<file path="src/rtl/time_set_writer.sv">
// Time/date set controller. It snapshots the live sec..year counters,
// lets the user edit one field at a time, then writes every field back
// over a shared databus with one load strobe per cycle. The order is year,
// mon, day, hour, min, sec.
module time_set_writer #(
  parameter int W            = 6,
  parameter int YEAR_MAX     = 63,
  parameter int EDIT_TIMEOUT = 0
) (
  input  logic         clk,
  input  logic         clear,
  input  logic         set_mode,
  input  logic         next_field,
  input  logic         inc,
  input  logic         dec,
  input  logic         commit,
  input  logic [W-1:0] cur_sec,
  input  logic [W-1:0] cur_min,
  input  logic [W-1:0] cur_hour,
  input  logic [W-1:0] cur_day,
  input  logic [W-1:0] cur_mon,
  input  logic [W-1:0] cur_year,
  output logic [W-1:0] databus,
  output logic         bus_oe,
  output logic         load_sec,
  output logic         load_min,
  output logic         load_hour,
  output logic         load_day,
  output logic         load_mon,
  output logic         load_year,
  output logic [2:0]   field,
  output logic [W-1:0] edit_val,
  output logic         busy
);

  // Field indices; also the bit positions in the load strobe vector.
  localparam logic [2:0] F_SEC  = 3'd0;
  localparam logic [2:0] F_MIN  = 3'd1;
  localparam logic [2:0] F_HOUR = 3'd2;
  localparam logic [2:0] F_DAY  = 3'd3;
  localparam logic [2:0] F_MON  = 3'd4;
  localparam logic [2:0] F_YEAR = 3'd5;

  // The idle counter only has to reach EDIT_TIMEOUT-1.
  localparam int TW = (EDIT_TIMEOUT > 1) ? $clog2(EDIT_TIMEOUT) : 1;
  localparam logic [TW-1:0] TO_LAST = TW'((EDIT_TIMEOUT > 0) ? EDIT_TIMEOUT - 1 : 0);

  typedef enum logic [1:0] {S_IDLE, S_EDIT, S_COMMIT} state_e;

  state_e               state_q, state_d;
  logic [2:0]           field_q, field_d;
  logic [2:0]           cnt_q, cnt_d;
  logic [TW-1:0]        to_q, to_d;
  logic [5:0][W-1:0]    val_q, val_d;
  logic [W-1:0]         databus_q, databus_d;
  logic                 bus_oe_q, bus_oe_d;
  logic [5:0]           load_q, load_d;

  logic [W-1:0] snap_sec, snap_min, snap_hour, snap_day, snap_mon, snap_year, snap_md;
  logic [W-1:0] cur_v, new_v, lo, hi, md;
  logic [2:0]   wr_idx;

  // Days in a month; year is an offset from 2000, so year%4==0 is a leap year.
  function automatic logic [W-1:0] max_day(input logic [W-1:0] mon, input logic [W-1:0] year);
    case (mon)
      W'(4), W'(6), W'(9), W'(11): max_day = W'(30);
      W'(2):                       max_day = (year[1:0] == 2'b00) ? W'(29) : W'(28);
      default:                     max_day = W'(31);
    endcase
  endfunction

  // One step up or down inside [lo, hi], wrapping at either end.
  function automatic logic [W-1:0] step_val(input logic [W-1:0] v, input logic [W-1:0] lo_v,
                                            input logic [W-1:0] hi_v, input logic up);
    if (up) step_val = (v >= hi_v) ? lo_v : v + W'(1);
    else    step_val = (v <= lo_v) ? hi_v : v - W'(1);
  endfunction

  // Read one edit register by index without an out-of-range select.
  function automatic logic [W-1:0] pick(input logic [5:0][W-1:0] v, input logic [2:0] idx);
    pick = '0;
    for (int i = 0; i < 6; i++) if (idx == 3'(i)) pick = v[i];
  endfunction

  // Sanitise the live counter values as they would be captured on entry.
  always_comb begin
    snap_sec  = (cur_sec  > W'(59))       ? '0 : cur_sec;
    snap_min  = (cur_min  > W'(59))       ? '0 : cur_min;
    snap_hour = (cur_hour > W'(23))       ? '0 : cur_hour;
    snap_year = (cur_year > W'(YEAR_MAX)) ? '0 : cur_year;
    snap_mon  = (cur_mon == '0 || cur_mon > W'(12)) ? W'(1) : cur_mon;
    snap_md   = max_day(snap_mon, snap_year);
    if (cur_day == '0)          snap_day = W'(1);
    else if (cur_day > snap_md) snap_day = snap_md;
    else                        snap_day = cur_day;
  end

  // Next-state logic for the mode FSM, edit registers and registered bus outputs.
  always_comb begin
    // NOTE: every signal written here gets a default first, so no path leaves one unassigned and no latch is inferred.
    state_d   = state_q;
    field_d   = field_q;
    cnt_d     = cnt_q;
    to_d      = to_q;
    val_d     = val_q;
    databus_d = '0;
    bus_oe_d  = 1'b0;
    load_d    = '0;
    cur_v     = pick(val_q, field_q);
    lo        = '0;
    hi        = W'(59);
    new_v     = cur_v;
    md        = '0;
    wr_idx    = F_YEAR;

    case (state_q)
      S_IDLE: begin
        if (set_mode) begin
          val_d   = {snap_year, snap_mon, snap_day, snap_hour, snap_min, snap_sec};
          field_d = F_SEC;
          to_d    = '0;
          state_d = S_EDIT;
        end
      end

      S_EDIT: begin
        if (commit) begin
          // Year goes out on the first commit cycle.
          state_d           = S_COMMIT;
          cnt_d             = '0;
          to_d              = '0;
          bus_oe_d          = 1'b1;
          load_d[F_YEAR]    = 1'b1;
          databus_d         = val_q[F_YEAR];
        end else if (set_mode) begin
          state_d = S_IDLE;
          to_d    = '0;
        end else begin
          if (inc ^ dec) begin
            case (field_q)
              F_SEC, F_MIN: begin lo = '0;    hi = W'(59); end
              F_HOUR:       begin lo = '0;    hi = W'(23); end
              F_DAY:        begin lo = W'(1); hi = max_day(val_q[F_MON], val_q[F_YEAR]); end
              F_MON:        begin lo = W'(1); hi = W'(12); end
              default:      begin lo = '0;    hi = W'(YEAR_MAX); end
            endcase
            new_v = step_val(cur_v, lo, hi, inc);
            for (int i = 0; i < 6; i++) if (field_q == 3'(i)) val_d[i] = new_v;
            // A month/year change may shorten the month below the current day.
            if (field_q == F_MON || field_q == F_YEAR) begin
              md = max_day(val_d[F_MON], val_d[F_YEAR]);
              if (val_q[F_DAY] > md) val_d[F_DAY] = md;
            end
          end
          // The edit above used the old field; the pointer advances afterwards.
          if (next_field) field_d = (field_q == F_YEAR) ? F_SEC : field_q + 3'd1;
          if (EDIT_TIMEOUT > 0) begin
            if (next_field || inc || dec) begin
              to_d = '0;
            end else if (to_q == TO_LAST) begin
              to_d    = '0;
              state_d = S_IDLE;
            end else begin
              to_d = to_q + TW'(1);
            end
          end
        end
      end

      S_COMMIT: begin
        if (cnt_q == 3'd5) begin
          cnt_d   = '0;
          state_d = S_IDLE;
        end else begin
          // Step k of the commit writes field 5-k: year, mon, day, hour, min, sec.
          cnt_d          = cnt_q + 3'd1;
          wr_idx         = F_YEAR - cnt_d;
          bus_oe_d       = 1'b1;
          load_d[wr_idx] = 1'b1;
          databus_d      = pick(val_q, wr_idx);
        end
      end

      default: state_d = S_IDLE;
    endcase
  end

  // State and output registers; clear drops the strobes and bus enable asynchronously.
  always_ff @(posedge clk or posedge clear) begin
    if (clear) begin
      state_q   <= S_IDLE;
      field_q   <= '0;
      cnt_q     <= '0;
      to_q      <= '0;
      // NOTE: the edit registers are reset as well, because edit_val shows them from reset onward.
      val_q     <= '0;
      databus_q <= '0;
      bus_oe_q  <= 1'b0;
      load_q    <= '0;
    end else begin
      // NOTE: non-blocking assignments make every register update from the same pre-edge values.
      state_q   <= state_d;
      field_q   <= field_d;
      cnt_q     <= cnt_d;
      to_q      <= to_d;
      val_q     <= val_d;
      databus_q <= databus_d;
      bus_oe_q  <= bus_oe_d;
      load_q    <= load_d;
    end
  end

  assign databus   = databus_q;
  assign bus_oe    = bus_oe_q;
  assign load_sec  = load_q[F_SEC];
  assign load_min  = load_q[F_MIN];
  assign load_hour = load_q[F_HOUR];
  assign load_day  = load_q[F_DAY];
  assign load_mon  = load_q[F_MON];
  assign load_year = load_q[F_YEAR];
  assign field     = field_q;
  assign edit_val  = pick(val_q, field_q);
  assign busy      = (state_q != S_IDLE);

endmodule
</file>
<file path="config.mk">
export PLATFORM = sky130hd
export DESIGN_NAME = time_set_writer
export DESIGN_NICKNAME = d
export VERILOG_FILES = /design/src/rtl/time_set_writer.sv
export SDC_FILE = /design/constraint.sdc
export NUM_CORES = 1
export LEC_CHECK = 0
export CAP_MARGIN = 20
export CORE_MARGIN = 2
export CORE_UTILIZATION = 50
export CTS_CLUSTER_DIAMETER = 60
export CTS_CLUSTER_SIZE = 28
export DETAILED_ROUTE_END_ITERATION = 8
export GPL_TIMING_DRIVEN = 0
export PLACE_DENSITY_LB_ADDON = 0.1
export REMOVE_ABC_BUFFERS = 1
export SETUP_SLACK_MARGIN = 0.1
export SLEW_MARGIN = 20
export SYNTH_ARGS = -nofsm -noshare
export SYNTH_HDL_FRONTEND = slang
export SYNTH_SLANG_ARGS = --single-unit
</file>
<file path="constraint.sdc">
create_clock -name clk -period 8.5 [get_ports clk]
set_clock_uncertainty 0.2 [all_clocks]
set_input_delay 2.125 -clock clk [delete_from_list [all_inputs] [get_ports clk]]
set_output_delay 2.125 -clock clk [all_outputs]
set_load 0.05 [all_outputs]
</file>
==> reports/metrics.csv <==
stage,metric,value,unit
outcome,run_status,finished clean,
drt,drc,0,
drt,vias_per_cell,6.23,
yosys,synth_most_common_cell,nand2_1,
global_route,grt_antenna_before_repair,0,
pwr,power,2320,µW
clocking,cts_max_level,3,
yosys,syn_inst,584,
timing,setup_viol,0,
yosys,ys_seq_elements,57,
timing,rsz0062_at_grt,no,
yosys,async_reset_ff_frac,1.00,
timing,fin_tns_setup,0,ns
placement,gp_congestion,0.946,
critical_path,reg2reg_depth,20,
drt,drt_pass1_iterations,5,
cells_and_area,drive_gt1_frac,0.0737,
timing,timing.fmax,0.134,GHz
critical_path,cp_slowest_cell,dfrtp_1,
timing,finalHoldViolCount,0,
critical_path,startpoint_type,flip-flop,
yosys,synth_area,0.00465,mm²
hold_path,hold_depth,2,
clocking,post_cts.repair.setup_buffers,0,
pwr,powerDensity,419,mW/mm²
critical_path,slowest_delay,0.98,ns
global_route,grt_max_degree,58,
pwr,ir_worst_vdd,0.186,mV
yosys,synth_commonest_cells,"75 x nand2_1, 63 x nor2_1, 62 x a21oi_1",
clocking,ctsResizeCount,0,
clocking,cts_buffers,9,
timing,tightest_slew,0.976,ns
pwr,leakagePower,0.00227,µW
hold_path,hp-start,val_q[5]$_DFFE_PP0P_,
yosys,ys.warnings.count,0,
critical_path,crit_chain,"and2_1, ha_1, nor2_1, a221oi_2, inv_1, ha_1, o2111ai_1, o211ai_1, a31oi_1, o22a_1, a22oi_1, o211ai_2, nor4_4, ha_1, a21oi_1, a211oi_1, o21ai_0, nand3_1, o32ai_1, a21oi_1",
drt,wl_per_cell,18.8,µm
critical_path,cp.arrival,7.45,ns
critical_path,criticalPathCategory,flip-flop to flip-flop,
clocking,clockBufferDepth,2,
yosys,synth_seq_area_share,0.307,
cells_and_area,final_cells,749,
timing,fin_crit_sh,0.878,
critical_path,cp.required,8.50,ns
global_route,grt_overflow,0,
yosys,synthTopCellsByArea,"dfrtp_1 31%, a21oi_1 6.7%, ha_1 6.5%",
global_route,track_usage,0.285,
die,initial_core_util,0.510,
global_route,grt_pass1_wl,22.2,mm
yosys,synth_area_per_cell,7.96,µm²
global_route,grt_pass1_vias,4169,
die,die_area,0.0101,mm²
critical_path,path_delay_family,compound AO/OA/AOI/OAI gates,
drt,ant_nets,0,
cells_and_area,multi_input_area,0.00295,mm²
yosys,synth_edf_count,0,
die,die_y,100,µm
drt,routed_wl,14.1,mm
clocking,cts_root_buffer,clkbuf_8,
critical_path,critPathCaptureType,flip-flop,
cells_and_area,syn2layout_area_growth,18.9,%
cells_and_area,finalNetCount,700,
hold_path,hold_path_class,flip-flop to flip-flop,
cells_and_area,fillerInstances,830,
clocking,cts_hold_buf,0,
die,core,0.00911,mm²
clocking,cts_sinks,57,
critical_path,crit_top_cell,ha_1,
placement,dp_hpwl,10.3,mm
clocking,path_clk_slew,0.07,ns
timing,maxSlewHeadroom,0.350,
placement,placed_cells,733,
critical_path,cp.buffers_inverters,1,
cells_and_area,diodes,0,
timing,post-route-min-period,7.46,ns
cells_and_area,seqCellArea,0.00143,mm²
yosys,yosysTopAreaCell,dfrtp_1,
cells_and_area,final_util,0.607,
critical_path,reg2reg_to,val_q[22]$_DFFE_PP0P_,
placement,io_buffers,65,
timing,final_max_slew_viol_count,0,
hold_path,min_to,val_q[5]$_DFFE_PP0P_,
clocking,cts_tree,yes,
critical_path,ff2ff_setup_slack,1.04,ns
yosys,synth.distinct_cells,78,
critical_path,crit_fanout,27,
critical_path,r2r_start,field[0]$_DFFE_PP0P_,
yosys,yosysTopAreaCellShare,0.307,
drt,vias,4664,
die,pin_count,66,
flow_run,maxCapViolCount,0,
drt,dr.first_iter.drc_count,435,
die,die_x,100,µm
clocking,insertion_delay,0.35,ns
die,rows,35,
yosys,yosys_most_used_dff,dfrtp_1,
-- power breakdown --
| part | total [µW] | internal (µW) | switching [µW] |
|---|---|---|---|
| sequential | 516 | 374 | 142 |
| combinational | 1510 | 531 | 975 |
| clock | 295 | 173 | 122 |
-- through the flow --
| step | cell area, µm² | setup slack (ns) | hold WS, ns |
|---|---|---|---|
| after global routing | 5530 | 0.607 | 0.322 |
| after floorplan | 4510 | 2.05 | 0.264 |
| after detailed placement | 5300 | 1.23 | 0.288 |
| final | 5530 | 1.04 | 0.303 |
| after CTS | 5520 | 1.17 | 0.303 |
| after global placement | 5300 | 1.25 | 0.290 |
-- cell type report --
class	instances	area share
multi-input combinational	465	0.535
sequential	57	0.258
timing repair buffer	65	0.118
clock buffer	11	0.0256
tap	111	0.0251
inverter	35	0.0247
clock inverter	5	0.0143
-- cells in the final DEF (no fill, tap or decap), drive strengths merged, types with 4 or more instances in the layout --
master / Yosys / layout
a21oi: 62 / 62
o211ai: 8 / 8
a31oi: 11 / 11
mux2i: 16 / 16
nor3: 7 / 7
xor2: 4 / 4
clkbuf: 17 / 11
a21boi: 6 / 6
o22ai: 11 / 11
and2: 9 / 9
nor4: 5 / 5
and3: 8 / 8
or2: 6 / 6
a21o: 4 / 4
nand2b: 6 / 6
ha: 24 / 24
nor2: 64 / 64
nor2b: 7 / 7
inv: 35 / 35
o21ai: 52 / 52
o21a: 6 / 6
a211oi: 9 / 9
clkdlybuf4s50: 0 / 65
o31ai: 4 / 4
nand3: 11 / 11
dfrtp: 57 / 57
nand2: 75 / 75
mux2: 4 / 4
-- sequential cells by signal, summed over array words and instances, names as in the netlist --
register / count
load_q: 6
cnt_q: 3
state_q: 2
val_q: 36
databus: 6
field: 3
bus_oe: 1
-- worst reg2reg max path: stages, from the launching register on --
cell	delay (ns)
dfrtp_1	0.98
and2_1	0.25
ha_1	0.46
nor2_1	0.21
a221oi_2	0.82
inv_1	0.14
ha_1	0.33
o2111ai_1	0.14
o211ai_1	0.65
a31oi_1	0.17
o22a_1	0.25
a22oi_1	0.56
o211ai_2	0.19
nor4_4	0.24
ha_1	0.31
a21oi_1	0.15
a211oi_1	0.06
o21ai_0	0.56
nand3_1	0.27
o32ai_1	0.29
a21oi_1	0.10
-- kinds of logic after synthesis --
kind of cell	synth area share
AOI/OAI and AO/OA	0.292
DFF	0.307
adders and majority gates	0.0646
xor gates and xnor gates	0.0113
muxes	0.0468
buffers and inverters	0.0584
and+or+nand+nor	0.220
-- worst max path at each step --
stage	start	end	slack, ns	depth (start not counted)
final	field[0]$_DFFE_PP0P_	val_q[22]$_DFFE_PP0P_	1.04	20
after global placement	field[0]$_DFFE_PP0P_	val_q[22]$_DFFE_PP0P_	1.25	20
after floorplan	field[0]$_DFFE_PP0P_	val_q[22]$_DFFE_PP0P_	2.05	20
after detailed placement	field[0]$_DFFE_PP0P_	val_q[22]$_DFFE_PP0P_	1.23	20
after CTS	field[0]$_DFFE_PP0P_	val_q[22]$_DFFE_PP0P_	1.17	20
after global routing	field[0]$_DFFE_PP0P_	val_q[22]$_DFFE_PP0P_	0.61	20
-- routing by layer --
| metal | global-route usage | wire, µm | vias to the layer above |
|---|---|---|---|
| met4 | 0.0927 | 234 | 0 |
| met3 | 0.0439 | 1040 | 27 |
| met5 | 0 | 0 | - |
| met2 | 0.444 | 6420 | 233 |
| met1 | 0.407 | 6400 | 2204 |
| li1 | - | - | 2200 |
(Power assumes the default switching activity.)
